===== src/rtl/dmem_responder.sv =====
`default_nettype none
// ============================================================================
//  Module   : dmem_responder
//  Purpose  : CPU data-memory responder. Word RAM with byte/half/word access,
//             plus memory-mapped debug TX FIFO, STATUS, CYCLE and ERR regs.
//             Reads are combinational; writes land on the next rising edge.
//  Revision : 1.0  initial release
// ============================================================================
module dmem_responder #(
  parameter int N_WORDS    = 64,
  parameter int FIFO_DEPTH = 4
) (
  input  logic        clk,
  input  logic        rst,
  input  logic [31:0] addr,
  input  logic [31:0] wd,
  input  logic        we,
  input  logic [2:0]  dt,
  output logic [31:0] rd,
  output logic [1:0]  err,
  output logic [31:0] dbg_data,
  output logic        dbg_valid,
  input  logic        dbg_ready
);

  // Access-type encoding (mem_dt_e)
  localparam logic [2:0] c_MEM_DT_BYTE  = 3'd0;
  localparam logic [2:0] c_MEM_DT_UBYTE = 3'd1;
  localparam logic [2:0] c_MEM_DT_HALF  = 3'd2;
  localparam logic [2:0] c_MEM_DT_UHALF = 3'd3;
  localparam logic [2:0] c_MEM_DT_WORD  = 3'd4;

  // Status encoding (errno_e)
  localparam logic [1:0] c_ENONE  = 2'd0;
  localparam logic [1:0] c_EALIGN = 2'd1;
  localparam logic [1:0] c_EADDR  = 2'd2;
  localparam logic [1:0] c_EFULL  = 2'd3;

  // Register window 0xFFFF_FF00..0xFFFF_FF0F, selected by addr[3:2]
  localparam logic [27:0] c_REG_WIN = 28'hFFFFFF0;
  localparam logic [1:0]  c_REG_TX  = 2'd0;
  localparam logic [1:0]  c_REG_ST  = 2'd1;
  localparam logic [1:0]  c_REG_CY  = 2'd2;
  localparam logic [1:0]  c_REG_ER  = 2'd3;

  localparam int          IDX_W       = (N_WORDS > 1) ? $clog2(N_WORDS) : 1;
  localparam int          PTR_W       = $clog2(FIFO_DEPTH);
  localparam int          CNT_W       = PTR_W + 1;
  localparam logic [31:0] c_RAM_BYTES = 32'(N_WORDS * 4);
  localparam logic [CNT_W-1:0] c_FIFO_FULL = CNT_W'(FIFO_DEPTH);

  // Word RAM, intentionally left without reset so contents survive rst
  logic [31:0] mem [N_WORDS];

  logic [31:0] r_fifo [FIFO_DEPTH];
  logic [PTR_W-1:0] r_wptr;
  logic [PTR_W-1:0] r_rptr;
  logic [CNT_W-1:0] r_count;
  logic [31:0] r_cycle;
  logic [1:0]  r_err;

  logic        w_dt_byte;
  logic        w_dt_half;
  logic        w_dt_word;
  logic        w_dt_valid;
  logic        w_is_ram;
  logic        w_reg_win;
  logic        w_misalign;
  logic        w_full;
  logic        w_empty;
  logic [1:0]  w_err;
  logic [IDX_W-1:0] w_idx;
  logic [31:0] w_word;
  logic [7:0]  w_byte;
  logic [15:0] w_half;
  logic [3:0]  w_cnt4;
  logic [31:0] w_rd_raw;
  logic        w_wr_ok;
  logic        w_push;
  logic        w_pop;
  logic        w_err_clr;
  logic        w_ram_we;

  assign w_dt_byte  = (dt == c_MEM_DT_BYTE) || (dt == c_MEM_DT_UBYTE);
  assign w_dt_half  = (dt == c_MEM_DT_HALF) || (dt == c_MEM_DT_UHALF);
  assign w_dt_word  = (dt == c_MEM_DT_WORD);
  assign w_dt_valid = w_dt_byte || w_dt_half || w_dt_word;

  assign w_is_ram  = (addr < c_RAM_BYTES);
  assign w_reg_win = (addr[31:4] == c_REG_WIN);

  // Undefined access types are treated as unaligned: no legal size exists.
  assign w_misalign = !w_dt_valid
                   || (w_dt_half && addr[0])
                   || (w_dt_word && (addr[1:0] != 2'b00))
                   || (w_reg_win && !w_dt_word);

  assign w_full  = (r_count == c_FIFO_FULL);
  assign w_empty = (r_count == '0);

  // Error classification: alignment beats decode, decode beats FIFO-full
  always_comb begin
    w_err = c_ENONE;
    if (w_misalign) begin
      w_err = c_EALIGN;
    end else if (!(w_is_ram || w_reg_win)) begin
      w_err = c_EADDR;
    end else if (w_reg_win && (addr[3:2] == c_REG_TX) && we && w_full) begin
      w_err = c_EFULL;
    end
  end

  assign w_idx  = addr[IDX_W+1:2];
  assign w_word = mem[w_idx];
  assign w_byte = w_word[{addr[1:0], 3'b000} +: 8];
  assign w_half = addr[1] ? w_word[31:16] : w_word[15:0];
  assign w_cnt4 = 4'(r_count);

  // Read-data mux: RAM load formatting or register read-back
  always_comb begin
    w_rd_raw = 32'd0;
    if (w_is_ram) begin
      case (dt)
        c_MEM_DT_BYTE:  w_rd_raw = {{24{w_byte[7]}}, w_byte};
        c_MEM_DT_UBYTE: w_rd_raw = {24'd0, w_byte};
        c_MEM_DT_HALF:  w_rd_raw = {{16{w_half[15]}}, w_half};
        c_MEM_DT_UHALF: w_rd_raw = {16'd0, w_half};
        default:        w_rd_raw = w_word;
      endcase
    end else begin
      case (addr[3:2])
        c_REG_ST: w_rd_raw = {24'd0, w_cnt4, 2'b00, w_empty, w_full};
        c_REG_CY: w_rd_raw = r_cycle;
        c_REG_ER: w_rd_raw = {30'd0, r_err};
        default:  w_rd_raw = 32'd0;
      endcase
    end
  end

  assign rd  = (w_err == c_ENONE) ? w_rd_raw : 32'd0;
  assign err = w_err;

  // Only error-free writes may change state; EFULL blocks the push itself.
  assign w_wr_ok   = we && (w_err == c_ENONE);
  assign w_push    = w_wr_ok && w_reg_win && (addr[3:2] == c_REG_TX);
  assign w_err_clr = w_wr_ok && w_reg_win && (addr[3:2] == c_REG_ER);
  assign w_ram_we  = w_wr_ok && w_is_ram;
  assign w_pop     = !w_empty && dbg_ready;

  assign dbg_valid = !w_empty;
  assign dbg_data  = r_fifo[r_rptr];

  // RAM store: only the addressed lanes are written
  always_ff @(posedge clk) begin
    if (w_ram_we) begin
      if (w_dt_byte) begin
        mem[w_idx][{addr[1:0], 3'b000} +: 8] <= wd[7:0];
      end else if (w_dt_half) begin
        mem[w_idx][{addr[1], 4'b0000} +: 16] <= wd[15:0];
      end else begin
        mem[w_idx] <= wd;
      end
    end
  end

  // FIFO storage write; validity is governed solely by the pointers/count
  always_ff @(posedge clk) begin
    if (w_push) begin
      r_fifo[r_wptr] <= wd;
    end
  end

  // FIFO pointers and occupancy; pointers wrap naturally at FIFO_DEPTH
  always_ff @(posedge clk or posedge rst) begin
    if (rst) begin
      r_wptr  <= '0;
      r_rptr  <= '0;
      r_count <= '0;
    end else begin
      if (w_push) begin
        r_wptr <= r_wptr + 1'b1;
      end
      if (w_pop) begin
        r_rptr <= r_rptr + 1'b1;
      end
      case ({w_push, w_pop})
        2'b10:   r_count <= r_count + 1'b1;
        2'b01:   r_count <= r_count - 1'b1;
        default: r_count <= r_count;
      endcase
    end
  end

  // Free-running cycle counter
  always_ff @(posedge clk or posedge rst) begin
    if (rst) begin
      r_cycle <= 32'd0;
    end else begin
      r_cycle <= r_cycle + 32'd1;
    end
  end

  // Sticky error latch; a fresh error wins over a software clear
  always_ff @(posedge clk or posedge rst) begin
    if (rst) begin
      r_err <= c_ENONE;
    end else if (w_err != c_ENONE) begin
      r_err <= w_err;
    end else if (w_err_clr) begin
      r_err <= c_ENONE;
    end
  end

endmodule
`default_nettype wire

===== config.mk =====
export PLATFORM = sky130hd
export DESIGN_NAME = dmem_responder
export DESIGN_NICKNAME = d
export VERILOG_FILES = /design/src/rtl/dmem_responder.sv
export SDC_FILE = /design/constraint.sdc
export NUM_CORES = 2
export LEC_CHECK = 0
export CORE_MARGIN = 4
export CORE_UTILIZATION = 37
export DETAILED_ROUTE_END_ITERATION = 6
export MAX_ROUTING_LAYER = met4
export PLACE_DENSITY = 0.63
export SLEW_MARGIN = 20
export SYNTH_ARGS = -nofsm -noshare
export SYNTH_HDL_FRONTEND = slang
export SYNTH_SLANG_ARGS = --single-unit

===== constraint.sdc =====
create_clock -name clk -period 5 [get_ports clk]
set_input_delay 1 -clock clk [delete_from_list [all_inputs] [get_ports clk]]
set_output_delay 1 -clock clk [all_outputs]
set_load 0.05 [all_outputs]

==> flow_summary.json <==
{
  "crit_required_ps": 4000,
  "worstPathArrival_ps": 4250,
  "dp_hpwl_mm": 191,
  "synth_ff_type": "edfxtp_1",
  "first_global_vias": 47900,
  "worst_slew_pin_slew_ps": 1200,
  "finalCritPeriodShare_pct": 105,
  "hold_buffers": 0,
  "finalSetupViolCount": 28,
  "multiInputGateArea_sq_um": 21200,
  "whs_ps": 495,
  "cp_cell_sequence": "buf_16, buf_16, buf_16, buf_6, mux2i_1, o22ai_1, o221a_2, a311o_1, buf_4, nor3_4, a2111oi_4, o41ai_4, buf_4, bufbuf_16, buf_4, o21ai_4, buf_12",
  "clock-sinks": 2217,
  "ys_warn_count": 0,
  "hold_viol": 0,
  "grt.total_usage_pct": 23.0,
  "die-area_sq_um": 245000,
  "pre_cts_ws_ps": -852,
  "clock_path_buffers": 3,
  "hold_class": "reg2reg",
  "slew_violations": 0,
  "h-tree-depth": 4,
  "status": "finished, violations left",
  "power_density_nw_per_um2": 375,
  "reg2reg_slack_ps": 2160,
  "die-width_um": 495,
  "ys_seq_area_share_pct": 75.6,
  "fillers": 20000,
  "drt_iter0_drc": 7096,
  "setup_ws_ps": -254,
  "io-pin-count": 138,
  "route.vias.total": 49400,
  "cap_viol_max_count": 0,
  "hold_depth": 1,
  "synthSimpleGateAreaFrac_pct": 3.80,
  "synth_cells": 4427,
  "portBuffers": 137,
  "drc": 3,
  "synth_top_family_by_area": "multiplexers",
  "post-route-util_pct": 45.3,
  "grt_first_pass_wirelength_mm": 386,
  "rows": 178,
  "design.core.area_sq_um": 236000,
  "viasPerCell": 5.83,
  "syn_area_sq_um": 87800,
  "routabilityCongestion": 1.01,
  "syn_nets": 4509,
  "avgRoutedWirePerCell_um": 32.7,
  "clk-insertion-delay-late_ps": 860,
  "finalWirelength_mm": 277,
  "gr-total-overflow": 0,
  "crit_slowest_cell": "o41ai_4",
  "start_util_pct": 37.2,
  "design_area_sq_um": 107000,
  "root_buffer": "clkbuf_16",
  "synthXorXnorAreaFrac_pct": 0.359,
  "grt_max_degree": 65,
  "nNetsFinal": 5219,
  "antenna_found_initial": 8,
  "clkTransAtPathRegs_ps": 60,
  "synth_compound_area_share_pct": 3.21,
  "ir_drop_uv": 420,
  "drt_pass1_iterations": 7,
  "seqCellArea_sq_um": 66400,
  "maxSlewHeadroom_pct": 19.4,
  "cp_max_fo": 13,
  "violations": "DRC, setup timing",
  "area_growth_pct": 21.5,
  "fin_skew_ps": 11.3,
  "synth_edf_count": 2176,
  "start_kind": "input pin",
  "max_stage_delay_ps": 310,
  "muxShareOfSynthArea_pct": 15.2,
  "final_layout_size_suffix_gt1_share_pct": 31.1,
  "synth.distinct_cells": 79,
  "crit_type": "in2out",
  "cts_tree": "done",
  "grt_setup_unrepaired": "true",
  "cts-buffers-inserted": 212,
  "async_flop_share_pct": 1.85,
  "cp-end-kind": "primary output",
  "layout_commonest_cell": "edfxtp_1",
  "reg2regPathDepth": 14,
  "synthAdderAreaFrac_pct": 0.165,
  "synth-seq-cells": 2217,
  "syn_avg_cell_area_sq_um": 19.8,
  "dpl_cell_area_sq_um": 97300,
  "antenna_left": 0,
  "layout_min_cycle_time_ps": 5250,
  "chipHeight_um": 495,
  "most-common-layout-cells": "edfxtp_1, mux4_2, buf_4, nor2_1, mux2i_1",
  "max_freq_ghz": 0.190,
  "p_leak_nw": 30.3
}
==> critical path, delay by kind of cell <==
kind,cells,cell delay (ps)
buffers and inverters,9,1520
muxes,1,240
and+or+nand+nor,1,300
AOI/OAI and AO/OA,6,1150
==> cells by family (layout without fill, tap and decap cells) <==
group,Yosys count,in the layout
mux,742,742
flops,2217,2217
buf+inv,278,1170
simple gates,755,755
xor+xnor,36,36
fa+ha+maj,11,11
compound gates,388,388
other cells,0,8
==> per-stage QoR <==
stage	cells	power (mW)	setup TNS, ps
after floorplan	4427	22.6	-2880
after global placement	7976	24.0	-24410
after detailed placement	7976	24.0	-20050
after CTS	8436	40.1	-1850
after global routing	8475	41.1	-4190
final	8477	40.0	-3000
==> final timing paths <==
path / from / to
worst max-delay path: addr[3] / rd[23]
worst min-delay path: r_cycle[31]$_DFF_PP0_ / r_cycle[31]$_DFF_PP0_
worst max register to register: r_count[1]$_DFFE_PP0P_ / r_count[2]$_DFFE_PP0P_
worst min register to register: r_cycle[31]$_DFF_PP0_ / r_cycle[31]$_DFF_PP0_
max in group asynchronous: rst / r_rptr[0]$_DFFE_PP0P_
min in group asynchronous: rst / r_cycle[29]$_DFF_PP0_
==> cells in the mapped netlist (8+ instances only) <==
cell type | instances | area share (%)
buf_1 | 23 | 0.098
and3_1 | 21 | 0.15
xnor2_1 | 23 | 0.23
o22ai_1 | 74 | 0.53
ha_1 | 10 | 0.14
buf_4 | 48 | 0.41
nand4_1 | 15 | 0.11
a22oi_1 | 41 | 0.35
nand2_1 | 197 | 0.84
and2_1 | 24 | 0.17
o21ai_0 | 43 | 0.25
dfrtp_1 | 41 | 1.2
mux2i_1 | 248 | 2.8
mux4_2 | 472 | 12
o221ai_1 | 19 | 0.19
a21oi_1 | 49 | 0.28
xor2_1 | 13 | 0.13
a221oi_1 | 27 | 0.27
o32ai_1 | 8 | 0.080
nor2_1 | 351 | 1.5
a211oi_1 | 13 | 0.11
nor4_1 | 18 | 0.13
buf_6 | 13 | 0.17
clkbuf_1 | 93 | 0.40
nand3_1 | 41 | 0.23
nor2b_1 | 15 | 0.11
a22o_1 | 22 | 0.22
nor3_1 | 33 | 0.19
mux2_2 | 22 | 0.28
edfxtp_1 | 2176 | 74
buf_2 | 68 | 0.39
inv_1 | 30 | 0.13
==> report_power, final <==
part | internal, mW | switching, mW | leakage (nW) | total [mW]
Combinational | 1.35 | 2.10 | 10.6 | 3.45
Sequential | 20.3 | 0.0800 | 16.4 | 20.4
Clock | 9.09 | 7.05 | 3.35 | 16.1
==> layer usage <==
metal	wire, um	global-route usage, %	share of wire, %	vias to the layer above
met4	14400	10.2	5.2	0
met3	32000	5.75	12	638
met5	0	-	0	-
li1	-	-	-	19700
met1	105000	30.4	38	26000
met2	126000	33.8	45	3112
==> layout make-up <==
class / count / share of cell area (%)
multi-input cells: 1932 / 19.9
clock buffers: 267 / 5.22
clock inverters: 129 / 1.28
well taps: 3150 / 3.70
flip-flops and latches: 2217 / 62.2
diodes: 8 / 0.0188
inverters: 32 / 0.117
repair buffers: 742 / 7.58
==> registers in the layout, indices dropped and copies added, names as in the netlist <==
signal	count
r_count	3
r_cycle	32
mem	2048
r_rptr	2
r_wptr	2
r_fifo	128
r_err	2
==> repair_timing <==
item	4_1_cts	5_1_grt
setup endpoints to repair	32	32
pin swaps	32	39
cloned	10	0
resized for setup	186	101
buffers inserted	56	40
No activity file was read; power rests on OpenSTA's default activity.
